### config.mk
export PLATFORM = sky130hd
export DESIGN_NAME = up_down_counter
export DESIGN_NICKNAME = d
export VERILOG_FILES = /design/src/rtl/up_down_counter.sv
export SDC_FILE = /design/constraint.sdc
export NUM_CORES = 1
export LEC_CHECK = 0
export BUFFER_PORTS_ARGS = -buffer_cell sky130_fd_sc_hd__buf_2
export CAP_MARGIN = 5
export CORE_AREA = 2 2 39 41
export CTS_CLUSTER_DIAMETER = 100
export DETAILED_ROUTE_END_ITERATION = 16
export DIE_AREA = 0 0 41 43
export MAX_ROUTING_LAYER = met4
export PLACE_DENSITY_LB_ADDON = 0.15
export SETUP_SLACK_MARGIN = 0.3
export SYNTH_ARGS = -nofsm -noshare
export SYNTH_HDL_FRONTEND = slang
export SYNTH_SLANG_ARGS = --single-unit
### constraint.sdc
create_clock -name clk -period 3.85 [get_ports clk]
set_input_delay 0.1925 -clock clk [delete_from_list [all_inputs] [get_ports clk]]
set_output_delay 0.1925 -clock clk [all_outputs]
set_load 0.05 [all_outputs]
### src/rtl/up_down_counter.sv
// Parameterised up/down counter with synchronous load, boundary flags and a registered wrap pulse.
// Define UP_DOWN_COUNTER_SAT_EN to saturate at the boundaries instead of wrapping.
module up_down_counter #(
   parameter int              WIDTH = 3,
   parameter logic [WIDTH-1:0] INIT = '0
) (
   input  logic             clk,
   input  logic             rst,
   input  logic             mode,
   input  logic             en,
   input  logic             load,
   input  logic [WIDTH-1:0] din,
   output logic [WIDTH-1:0] count,
   output logic             at_max,
   output logic             at_min,
   output logic             wrap
);

   logic [WIDTH-1:0] r_count;
   logic             r_wrap;
   logic [WIDTH-1:0] w_next;
   logic             w_wrap_next;
   logic [WIDTH:0]   w_step;

   // Returns {boundary_hit, next_count} for one enabled step in direction up.
   function automatic logic [WIDTH:0] f_step(input logic [WIDTH-1:0] cnt, input logic up);
      logic             at_edge;
      logic [WIDTH-1:0] nxt;
      at_edge = up ? (cnt == '1) : (cnt == '0);
      nxt     = up ? (cnt + WIDTH'(1)) : (cnt - WIDTH'(1));
`ifdef UP_DOWN_COUNTER_SAT_EN
      if (at_edge) nxt = cnt;
`else
`endif
      return {at_edge, nxt};
   endfunction

   assign w_step = f_step(r_count, mode);

   always_comb begin
      w_next      = r_count;
      w_wrap_next = 1'b0;
      if (load) begin
         w_next = din;
      end else if (en) begin
         w_next      = w_step[WIDTH-1:0];
         w_wrap_next = w_step[WIDTH];
      end
   end

   always_ff @(posedge clk or negedge rst) begin
      if (!rst) begin
         r_count <= INIT;
         r_wrap  <= 1'b0;
      end else begin
         r_count <= w_next;
         r_wrap  <= w_wrap_next;
      end
   end

   assign count  = r_count;
   assign wrap   = r_wrap;
   assign at_max = (r_count == '1);
   assign at_min = (r_count == '0);

endmodule

# After elaboration in Yosys (flattened, before gate mapping)
# Cells that the tools add are included.
[classes]
add_sub_neg = 2
n_mul = 0
div_mod_pow = 0
order_cmp = 0
n_eq_ne = 1
shift = 0
mux = 6
n_bitwise = 0
reduce_logical = 2
[op_table]
columns = ["cell", "count"]
rows = [
  ["$mux 3", 3],
  ["$add 3x1->3 const B", 1],
  ["$eq 3x3->1 const B", 1],
  ["$logic_not 3->1", 1],
  ["$mux 1", 3],
  ["$sub 3x1->3 const B", 1],
  ["$reduce_bool 2->1", 1],
]
[word_totals]
regBits = 4
latchBits = 0
ramBits = 0
mem_bits_ro = 0
in_bits = 8
out_inout_bits = 6
elab_cells = 13
memories = 0

# Logic depth before layout (Yosys ltp)
[depth]
ltp_word = 4
mapped_depth = 5
ltp_nobuf = 5

# Worst setup path before layout
# OpenSTA, ideal clock, no wires.
[synth_timing]
kind = "flip-flop to flip-flop"
startpoint = "register r_count[0] (netlist: count[0])"
endpoint = "register r_count[2] (netlist: count[2])"
setup_ns = 0.122
t_arrival_ns = 1.518
required_ns = 3.728
setup_slack_ns = 2.210
path_stages_with_launch = 5
n_path_buf = 0
period_less_slack_ns = 1.640
cell_sequence = "dfrtp_1 fa_1 xnor2_1 mux2i_1 nand2_1"
[synth_via]
elab_chain_cells = 4
word_cells_on_any_way = 5
cone_classes = "add/sub: 2; mux: 3"
[synth_lines]
columns = ["element", "line", "rtl"]
rows = [
  ["start: declaration", "19", "logic [WIDTH-1:0] r_count;"],
  ["start signal: assignment", "56", "r_count <= w_next;"],
  ["$sub 3x1->3 / $add 3x1->3 (equally long branches)", "30", "nxt = up ? (cnt + WIDTH'(1)) : (cnt - WIDTH'(1));"],
  ["$mux 3 *", "30", ""],
  ["$mux 3 *", "45", "end else if (en) begin"],
  ["$mux 3 *", "43", "if (load) begin"],
]
# Every way passes the cells marked *; elsewhere a longest branch is shown, timed or not. The select of a mux whose other input is x is not followed.
# A chain may end at the register's enable or synchronous reset.

# Worst setup path after layout
# Same ends and word-level chain as after synthesis.

==> qor.txt <==
Status: finished, final reports clean
Antenna cells: 0
FF-to-FF Start: count[0]
Num Clock Sinks: 4
Async SR Flop Fraction: 100%
DR vias/cell: 4.30
Layout Cells excl Fill: 56
Layout cells sized above 1: 45.0%
Pwr/cell area: 475 nW/um^2
Largest net degree at the start of global routing: 9
Hpwl dp: 520 um
Nets: 51
Vias post-DR: 241
Post-synthesis register bit count: 4
Fin. Hold Viols: 0
WL per Instance: 11.0 um
End of the critical path: count[2]
Routability cong.: 0.646
Relative slew slack: 82.4%
Worst-path clk slew: 40 ps
Routed WL: 615 um
Worst hold path type: input pin to flip-flop
RSZ-0062 raised after global routing: false
H-tree depth: 1
Commonest cells post-synth: dfrtp_1 (4), mux2i_1 (3), nand2_1 (3)
Post-synth top flop: dfrtp_1
Worst R2R Path Depth: 4
Setup WS post-layout: 2390 ps
Worst endpoint data arrival time: 1570 ps
Final Slew Violations: 0
Aggregate global-route resource usage: 10.1%
Slew @ Worst Pin: 264 ps
DIE HEIGHT: 43 um
Root buf cell: clkbuf_4
Fin Hold WS: 171 ps
Pre-CTS setup slack: 2380 ps
Syn-to-layout area delta: 47.0%
PortBufs: 13
Worst endpoint required time: 3970 ps
Placed cell count: 52
Comb pwr share: 37.7%
Synth warn: 0
Initial core utilization: 18.1%
Avg Cell Area, Syn: 10.9 um^2
# resized after CTS: 0
Switching part of the total: 40.2%
IR Drop Worst-Case VDD: 0.000138 V
Launch point of the worst path: count[0]
Nature of the critical path endpoint: flip-flop
# rows: 14
Static leakage: 0.188 nW
Core Region: 1380 um^2
Int Pwr: 0.000104 W
Post-synth EDFFs: 0
First-pass GRT wire length: 1.12 mm
Final core utilization: 26.6%
Drc violations: 0
Max-cap violation count: 0
Fmax: 685 MHz
Crit Path Class: flip-flop to flip-flop
DR iter-0 viols: 0
Clk_skew: 1.22 ps
Initial antenna violation count: 0
CTS tree: done
Worst setup SP type: flip-flop
Worst reg2reg endpoint: count[2]
Cell variety after synth: 13
Syn_nets: 32
Fin crit period: 1460 ps
Post-synth top area cell: dfrtp_1
Post-Syn Instances: 23
Most common cell in the netlist: dfrtp_1
Post-Syn Area: 250 um^2
Worst skew pair latency: 230 ps
Fill cells: 154
Setup TNS: 0 ps
IO Count: 14
Clock buffer depth: 2
CP Max Fanout: 5
Sequential share of power: 32.9%
Drt first pass iters: 1
Vias in the first global route: 264
Area contributors post-synth: dfrtp_1 (40%), mux2i_1 (12%), fa_1 (8.0%)
Clk pwr share: 29.4%
GR Overflow Total: 0
R2R Setup Slk: 2390 ps
Final period util: 37.9%
TritonCTS Buffers: 3
NetSw: 0.0000702 W
Routed Antenna Nets: 0
Die width: 41 um
Sequential-to-total area share from yosys stat: 40.0%
Die area: 1760 um^2
Yosys top cell area share: 40.0%
Final setup vio count: 0
-- sequential cells by signal, summed over array words and instances, names as in the netlist --
signal	count
count	3
wrap	1
-- power by group through the flow --
stage,logic (W),clock network [W],registers (W)
floorplan,0.0000292,0,0.0000754
global placement,0.0000652,0,0.0000572
detailed placement,0.0000659,0,0.0000581
CTS,0.0000669,0.0000551,0.0000576
global route,0.0000718,0.0000596,0.0000591
finish,0.0000658,0.0000514,0.0000575
-- metal layers --
metal  global-route usage (%)  part of all wire (%)  vias up
met2                     12.8                    50       10
met3                     4.71                   7.8        0
met5                        -                     0        -
li1                         -                     -      116
met1                     11.7                    42      115
met4                     8.00                     0        0
-- final cells by class --
type | count | area [um^2] | area share [%]
multi-input cells | 17 | 143 | 38.8
flip-flops and latches | 4 | 100 | 27.2
repair buffers | 14 | 75.1 | 20.4
clock buffers | 3 | 22.5 | 6.12
well taps | 16 | 20.0 | 5.44
inverters | 2 | 7.51 | 2.04
-- layout by cell type, fill, tap and decap left out, drive strengths merged --
cell type    netlist  layout
nor3               2       2
fa                 1       1
clkbuf             0       3
dfrtp              4       4
dlygate4sd3        0       1
nor3b              1       1
o21ai              2       2
buf                0      13
nand2              3       3
and3               1       1
mux2i              3       3
inv                2       2
xnor2              2       2
nor2b              1       1
a22oi              1       1
-- worst min-delay path by stage --
stage | start | endpoint | slack, ps | depth (start not counted)
after floorplan | rst | count[0] | -100 | 0
after global placement | rst | count[2] | 8 | 1
after detailed placement | rst | count[2] | 8 | 1
after CTS | din[1] | count[1] | 170 | 3
after global routing | din[0] | count[0] | 200 | 3
final | din[1] | count[1] | 170 | 3
-- cell families after synthesis --
kind of cell | share of synthesized area [%]
muxes | 12.0
and+or+nand+nor | 23.0
DFF | 40.0
buffers and inverters | 3.00
AOI/OAI and AO/OA | 7.00
adders and majority gates | 8.00
xor gates and xnor gates | 7.00
-- repair_timing --
item,in CTS,in global routing
buffers inserted,0,0
hold buffers,1,0
endpoints found under the hold margin,4,0
-- critical path, stage by stage (launching register included) --
cell     delay [ps]
dfrtp_1         460
fa_1            430
xnor2_1         180
mux2i_1         210
nand2_1          70
-- stage by stage --
stage	power (W)	instance area, um^2
detailed placement	0.000124	335
global placement	0.000122	335
finish	0.000175	368
floorplan	0.000105	250
global route	0.000190	368
CTS	0.000180	368
Note: power is estimated with default switching activity, not from simulation.
